<file path="config.mk">
export PLATFORM = sky130hd
export DESIGN_NAME = led_flash_ctrl
export DESIGN_NICKNAME = d
export VERILOG_FILES = /design/src/rtl/led_flash_ctrl.sv
export SDC_FILE = /design/constraint.sdc
export NUM_CORES = 1
export LEC_CHECK = 0
export ABC_AREA = 1
export CAP_MARGIN = 20
export CELL_PAD_IN_SITES_DETAIL_PLACEMENT = 2
export CELL_PAD_IN_SITES_GLOBAL_PLACEMENT = 2
export CORE_ASPECT_RATIO = 2
export CORE_UTILIZATION = 40
export DETAILED_ROUTE_END_ITERATION = 10
export DONT_BUFFER_PORTS = 1
export PLACE_DENSITY = 0.81
export SKIP_CTS_REPAIR_TIMING = 1
export SLEW_MARGIN = 20
export SYNTH_ARGS = -nofsm -noshare
export SYNTH_HDL_FRONTEND = slang
export SYNTH_SLANG_ARGS = --single-unit
</file>
<file path="constraint.sdc">
create_clock -name clk2 -period 5.5 [get_ports clk2]
set_input_delay 0.825 -clock clk2 [delete_from_list [all_inputs] [get_ports clk2]]
set_output_delay 0.825 -clock clk2 [all_outputs]
set_load 0.01 [all_outputs]
</file>
<file path="src/rtl/led_flash_ctrl.sv">
// led_flash_ctrl: push-button driven LED flasher.
// The button is synchronised and debounced. Each accepted press steps the mode
// OFF -> ON -> SLOW -> FAST -> CHASE -> OFF. A clock divider sets the blink and chase rate.
// The mode register doubles as the visible FSM state on the mode output.
// Optional macro LED_PWM_EN adds a duty input and a free-running PWM counter.
// The PWM counter dims every lit LED.
module led_flash_ctrl #(
    parameter int NUM_LEDS   = 2,
    parameter int CNT_W      = 26,
    parameter int SLOW_DIV   = 25000000,
    parameter int FAST_DIV   = 6250000,
    parameter int DEB_CYCLES = 1000000
`ifdef LED_PWM_EN
    ,
    parameter int PWM_W      = 4
`endif
) (
    input  logic                clk2,
    input  logic                rst,
    input  logic                btn,
`ifdef LED_PWM_EN
    input  logic [PWM_W-1:0]    duty,
`endif
    output logic [NUM_LEDS-1:0] led,
    output logic [2:0]          mode,
    output logic                press
);

    typedef enum logic [2:0] {
        M_OFF   = 3'd0,
        M_ON    = 3'd1,
        M_SLOW  = 3'd2,
        M_FAST  = 3'd3,
        M_CHASE = 3'd4
    } mode_e;

    localparam logic [CNT_W-1:0]    DEB_LIM    = CNT_W'(DEB_CYCLES - 1);
    localparam logic [CNT_W-1:0]    SLOW_LIM   = CNT_W'(SLOW_DIV - 1);
    localparam logic [CNT_W-1:0]    FAST_LIM   = CNT_W'(FAST_DIV - 1);
    localparam logic [NUM_LEDS-1:0] CHASE_INIT = NUM_LEDS'(1);

    logic                s1_q, s1_d, s2_q, s2_d;
    logic                db_q, db_d, db_prev_q, db_prev_d;
    logic                db_rise_q, db_rise_d, press_q, press_d;
    logic [CNT_W-1:0]    deb_cnt_q, deb_cnt_d;
    logic [CNT_W-1:0]    div_cnt_q, div_cnt_d;
    logic                phase_q, phase_d;
    logic [NUM_LEDS-1:0] chase_q, chase_d, chase_rot;
    logic [NUM_LEDS-1:0] led_q, led_d;
    mode_e               mode_q, mode_d;
    logic                blink, tick, entry;
    logic [CNT_W-1:0]    div_lim;

    // Synchroniser, debounce counter and the press pulse.
    // The press pulse is a retimed rising edge of db.
    always_comb begin
        s1_d      = btn;
        s2_d      = s1_q;
        db_d      = db_q;
        deb_cnt_d = '0;
        if (s2_q != db_q) begin
            if (deb_cnt_q == DEB_LIM) begin
                db_d = s2_q;
            end else begin
                deb_cnt_d = deb_cnt_q + CNT_W'(1);
            end
        end
        db_prev_d = db_q;
        db_rise_d = db_q & ~db_prev_q;
        press_d   = db_rise_q;
    end

    // Mode FSM next state; codes outside the legal set fall back to OFF.
    always_comb begin
        mode_d = mode_q;
        case (mode_q)
            M_OFF:   if (press_q) mode_d = M_ON;
            M_ON:    if (press_q) mode_d = M_SLOW;
            M_SLOW:  if (press_q) mode_d = M_FAST;
            M_FAST:  if (press_q) mode_d = M_CHASE;
            M_CHASE: if (press_q) mode_d = M_OFF;
            default: mode_d = M_OFF;
        endcase
        entry = (mode_d != mode_q);
    end

    // One-hot chase pattern rotated left by one, top bit wrapping to bit 0.
    always_comb begin
        chase_rot = '0;
        for (int i = 0; i < NUM_LEDS; i++) begin
            chase_rot[i] = chase_q[(i + NUM_LEDS - 1) % NUM_LEDS];
        end
    end

    // Divider and blink state. A mode change takes priority over a coincident tick.
    always_comb begin
        blink     = (mode_q == M_SLOW) || (mode_q == M_FAST) || (mode_q == M_CHASE);
        div_lim   = (mode_q == M_FAST) ? FAST_LIM : SLOW_LIM;
        tick      = blink && (div_cnt_q == div_lim);
        div_cnt_d = div_cnt_q;
        phase_d   = phase_q;
        chase_d   = chase_q;
        if (entry) begin
            div_cnt_d = '0;
            phase_d   = 1'b1;
            chase_d   = CHASE_INIT;
        end else if (!blink) begin
            div_cnt_d = '0;
        end else if (tick) begin
            div_cnt_d = '0;
            phase_d   = ~phase_q;
            chase_d   = chase_rot;
        end else begin
            div_cnt_d = div_cnt_q + CNT_W'(1);
        end
    end

    // LED pattern for the current mode; registered on the next edge.
    always_comb begin
        led_d = '0;
        case (mode_q)
            M_OFF:          led_d = '0;
            M_ON:           led_d = '1;
            M_SLOW, M_FAST: led_d = {NUM_LEDS{phase_q}};
            M_CHASE:        led_d = chase_q;
            default:        led_d = '0;
        endcase
    end

    // All state registers; asynchronous reset to idle.
    always_ff @(posedge clk2 or posedge rst) begin
        if (rst) begin
            s1_q      <= 1'b0;
            s2_q      <= 1'b0;
            db_q      <= 1'b0;
            db_prev_q <= 1'b0;
            db_rise_q <= 1'b0;
            press_q   <= 1'b0;
            deb_cnt_q <= '0;
            div_cnt_q <= '0;
            phase_q   <= 1'b0;
            chase_q   <= CHASE_INIT;
            led_q     <= '0;
            mode_q    <= M_OFF;
        end else begin
            s1_q      <= s1_d;
            s2_q      <= s2_d;
            db_q      <= db_d;
            db_prev_q <= db_prev_d;
            db_rise_q <= db_rise_d;
            press_q   <= press_d;
            deb_cnt_q <= deb_cnt_d;
            div_cnt_q <= div_cnt_d;
            phase_q   <= phase_d;
            chase_q   <= chase_d;
            led_q     <= led_d;
            mode_q    <= mode_d;
        end
    end

`ifdef LED_PWM_EN
    logic [PWM_W-1:0] pwm_cnt_q, pwm_cnt_d;

    // Free-running PWM counter gating the lit LEDs.
    always_comb begin
        pwm_cnt_d = pwm_cnt_q + PWM_W'(1);
    end

    // PWM counter register.
    always_ff @(posedge clk2 or posedge rst) begin
        if (rst) begin
            pwm_cnt_q <= '0;
        end else begin
            pwm_cnt_q <= pwm_cnt_d;
        end
    end

    assign led = led_q & {NUM_LEDS{pwm_cnt_q < duty}};
`else
    assign led = led_q;
`endif

    assign mode  = mode_q;
    assign press = press_q;

endmodule

</file>
; After elaboration in Yosys (flattened, before gate mapping)
; Index checks and enable logic that the tools add are counted.
[totals]
mem_bits_ro = 0
ramBits = 0
register_bits = 66
word_cells = 53
latch_bits = 0
n_memories = 0
[op_classes]
reduce_logical = 9
multipliers = 0
shifts = 0
div = 0
addsub = 2
n_mux = 19
order_cmp = 0
n_bitwise = 3
eq_ne = 8
[ops]
columns = op, n
row1 = $mux 26, 5
row2 = $add 26x1->26 const B, 2
row3 = $eq 26x20->1 const B, 1
row4 = $eq 26x25->1, 1
row5 = $mux 25, 1
row6 = $mux 3, 5
row7 = $pmux 3 s5, 1
row8 = $eq 3x2->1 const B, 2
row9 = $mux 2, 3
row10 = $pmux 2 s3, 1
row11 = $reduce_and 2->1, 2
row12 = $reduce_bool 2->1, 2
row13 = $eq 3x1->1 const B, 1
row14 = $eq 3x3->1 const B, 1
row15 = $logic_not 3->1, 1
row16 = $mux 1, 3
row17 = $ne 3x3->1, 1
row18 = $logic_or 1x1->1, 2
row19 = $not 1->1, 2
row20 = $reduce_or 2->1, 1
row21 = $and 1x1->1, 1
row22 = $logic_and 1x1->1, 1
row23 = $ne 1x1->1, 1

; Longest topological paths before layout
[depth]
word_depth = 7
mapped_depth = 10
ltp_nobuf = 10

; Least setup slack after synthesis
; OpenSTA, ideal clock, no wires.
[synth_timing]
kind = reg2reg
startpoint = register mode_q[1], in the netlist mode[1]
endpoint = register div_cnt_q[16]
t_required_ns = 5.379
path_buffers = 1
arrival_ns = 1.400
path_slack_ns = 3.979
stages_incl_launch_ff = 10
cell_sequence = dfrtp_1 > nor2_2 > nand2_1 > nand2_2 > nand3_1 > nor2_2 > nand3_4 > nand2_4 > buf_8 > nor2_1
[synth_via]
elab_chain_len = 7
elab_cells_between_ends = 20
cone_classes = eq/ne: 6 / mux: 10 / reduce/logical: 4
[synth_lines]
columns = item, line_no
row1 = from (decl), 50  ; mode_e mode_q, mode_d;
row2 = from (signal assigned), 157  ; mode_q <= mode_d;
row3 = "$eq 3x2->1, on equally long branches", "76, 97, 98"
row4 = $mux 25 / $logic_or 1x1->1 (equally long branches), "98, 97"
row5 = $eq 26x25->1 / $logic_or 1x1->1 (equally long branches), "99, 97"
row6 = $logic_and 1x1->1, 99  ; tick = blink && (div_cnt_q == div_lim);
row7 = $mux 26, 109  ; end else if (tick) begin
row8 = $mux 26, 107  ; end else if (!blink) begin
row9 = $mux 26 *, 103  ; if (entry) begin
row10 = named net div_cnt_d[16], 46  ; logic [CNT_W-1:0] div_cnt_q, div_cnt_d;
row11 = to (signal assigned), 153  ; div_cnt_q <= div_cnt_d;
row12 = to (decl), 46
; Mark *: on every way through the listed nets, which the timed path passes. The rest lies on a longest branch.
; A chain may end at the register's enable or synchronous reset.

; Worst setup path after layout
[layout_timing]
startpoint = register div_cnt_q[0]
endpoint = register div_cnt_q[16]
[layout_via]
elab_chain_len = 5
elab_cells_between_ends = 6
cone_classes = add/sub: 1 / eq/ne: 1 / mux: 3 / reduce/logical: 1
[layout_lines]
columns = item, line_no
row1 = branches (longest 2 deep; another with $add 26x1->26), -
row2 = $mux 26 *, 109
row3 = $mux 26 *, 107
row4 = $mux 26 *, 103
row5 = named net div_cnt_d[16], 46
; Mark *: on every way through the listed nets, which the timed path passes.

==> out/metrics.yaml <==
p_comb_share_pct: 1.6
grt_usage_pct: 29.5
num_rows: 49
synth.most_common_cell: "nand2_1"
period_minus_slack_ps: 2060
die_x_um: 70.2
drive_gt1_share_pct: 7.46
grt-ovfl-total: 0
cts_buffers: 9
clock-sinks: 66
crit_chain: "ha_1 -> nand2_1 -> nor2_1 -> nand3_2 -> nor2_4 -> nand3_1 -> o21ai_0 -> nor2_1"
finalSetupViolCount: 0
num_vias: 3476
synth_cells: 509
cp.required_ps: 5720
worstHoldPathType: "input port to async pin"
synth_cell_types: 34
power_frac_seq_pct: 42.1
vdd_drop_max_mv: 0.162
tightest_slew_ps: 729
synth_top_area_share_pct: 43.7
nets: 523
cts_tree: "done"
cp_slowest_cell: "dfrtp_1"
crit_arrival_ps: 2280
cpLargestDelayFamily: "simple AND/OR/NAND/NOR gates"
switching_power_uw: 250
syn_avg_cell_area_um2: 7.31
grt_pass1_vias: 4090
start_kind: "flop"
io_buffers: 0
intPower_uw: 915
finalCritPeriodShare_pct: 37.4
status: "complete, no violations"
first_pass_iters: 4
max_freq_ghz: 0.486
vias_per_cell: 5.56
yosys_warnings: 0
slew_viol_final: 0
critPathCaptureType: "flop"
slew_headroom_pct: 51.4
critPathKind: "flop to flop"
core-area_um2: 9010
synth_edf_count: 0
totalWireLength_mm: 13.4
synth_top_flop_cell: "dfrtp_1"
postLayoutCoreUtil_pct: 46.2
num_antenna_cells: 0
grt_pass1_wl_mm: 21.3
cpPeakStageDelay_ps: 370
critPathMaxFanout: 7
cts.path.max_buffers: 2
gp_congestion: 0.887
synth_area_leader_cell: "dfrtp_1"
cp_common_cell: "nor2_1"
h-tree-depth: 3
crit_buf_inv: 0
power_leakage_nw: 1.74
detailed_place_hpwl_mm: 10.2
root_buffer: "clkbuf_16"
clock_latency_ps: 340
synth_area_um2: 3720
rsz0062_at_grt: "false"
async_reset_ff_share_pct: 100
max_cap_violations: 0
drc_errors: 0
die_area_um2: 9710
drt_iter0_markers: 70
fin_worst_skew_ps: 6.16
synthTopCellsByArea: "dfrtp_1 (44%), nand2_1 (13%), nor2_1 (11%), nand3_1 (5.8%), inv_1 (5.8%)"
syn-num-nets: 514
ant_nets: 0
routedWlPerCell_um: 21.4
p_clk_share_pct: 56.4
initial_core_util_pct: 41.3
setup-tns-final_ps: 0
ios: 9
switching_share_pct: 21.5
syn_to_final_growth_pct: 12.1
finalHoldViolations: 0
synth_common_cells: "nand2_1 (124), nor2_1 (113), dfrtp_1 (65)"
die_h_um: 138
ys_ff_latch: 66
power_density_nw_per_um2: 280
yosysSeqAreaShare_pct: 44.4
grt_max_degree: 55
path_clk_slew_ps: 60
grt_antenna_before_repair: 0
-- sequential cells by signal, summed over array words and instances (netlist names) --
name,cells
db_rise_q,1
led,2
mode,3
chase_q,2
press,1
deb_cnt_q,26
phase_q,1
db_prev_d,1
div_cnt_q,26
s2_q,1
db_prev_q,1
s1_q,1
-- stage by stage --
stage	power, mW	setup slack (ps)	cells	instance area [µm²]	hold WS, ps
after floorplan	0.511	3020	509	3720	331
after global placement	0.516	3580	609	3830	332
after detailed placement	0.518	3460	609	3830	341
after CTS	1.18	3410	625	4170	289
after global routing	1.19	3260	625	4170	301
final	1.17	3440	625	4170	292
-- cell type report --
| class | instances | area [µm²] |
|---|---|---|
| clock buffers | 11 | 253 |
| clock inverters | 5 | 85.1 |
| flip-flops and latches | 66 | 1650 |
| multi-input cells | 379 | 1810 |
| repair buffers | 1 | 7.51 |
| fillers | 1081 | 4840 |
| inverters | 61 | 236 |
| well taps | 102 | 128 |
-- cell families (layout without fill, tap and decap cells) --
kind of cell | Yosys count | count (layout) | share of synthesized area, %
flip-flops | 66 | 66 | 44.4
XOR/XNOR | 22 | 22 | 5.18
AO/OA/AOI/OAI | 22 | 22 | 3.13
buffers and inverters | 64 | 78 | 7.00
adder cells (fa/ha/maj) | 2 | 2 | 0.673
AND/OR/NAND/NOR | 333 | 333 | 39.6
-- worst reg2reg max path, stage by stage (launching register included) --
cell and delay (ps):
dfrtp_1 370, ha_1 220, nand2_1 130, nor2_1 350, nand3_2 250, nor2_4 260, nand3_1 160, o21ai_0 130
nor2_1 70
-- final timing paths --
path	end	start	slack, ps	depth (start not counted)
worst max-delay path	div_cnt_q[16]	div_cnt_q[0]	3440	8
worst min-delay path	mode[1]	rst	290	1
worst max register to register	div_cnt_q[16]	div_cnt_q[0]	3440	8
worst min register to register	press	db_rise_q	350	0
max in group asynchronous	div_cnt_q[23]	rst	4200	2
min in group clk2	press	db_rise_q	350	0
-- routing by layer --
layer	part of all wire [%]	global-route usage [%]
met5	0	0
met4	5.1	18.0
met3	1.2	3.79
met2	62	61.0
met1	32	24.7
-- power by group through the flow --
stage	Sequential [mW]	Clock, mW	Combinational [mW]
final	0.490	0.657	0.0186
after global routing	0.490	0.680	0.0216
after CTS	0.490	0.670	0.0196
after detailed placement	0.499	0	0.0192
after global placement	0.498	0	0.0178
after floorplan	0.498	0	0.0128
-- placed cells by master, fill, tap and decap left out, drive strengths merged --
cell type and n:
nand3b 1, bufinv 2, o21bai 1, buf 1, and2 1, clkbuf 11
xor2 14, clkinvlp 1, or2 1, nand2 128, nand4 12, dfstp 1
nand3 47, clkinv 2, a31oi 3, a21oi 9, xnor2 8, dfrtp 65
inv 61, nor3 22, nor2 119, ha 2, o21ai 9, nor3b 2
(Power assumes the default switching activity.)
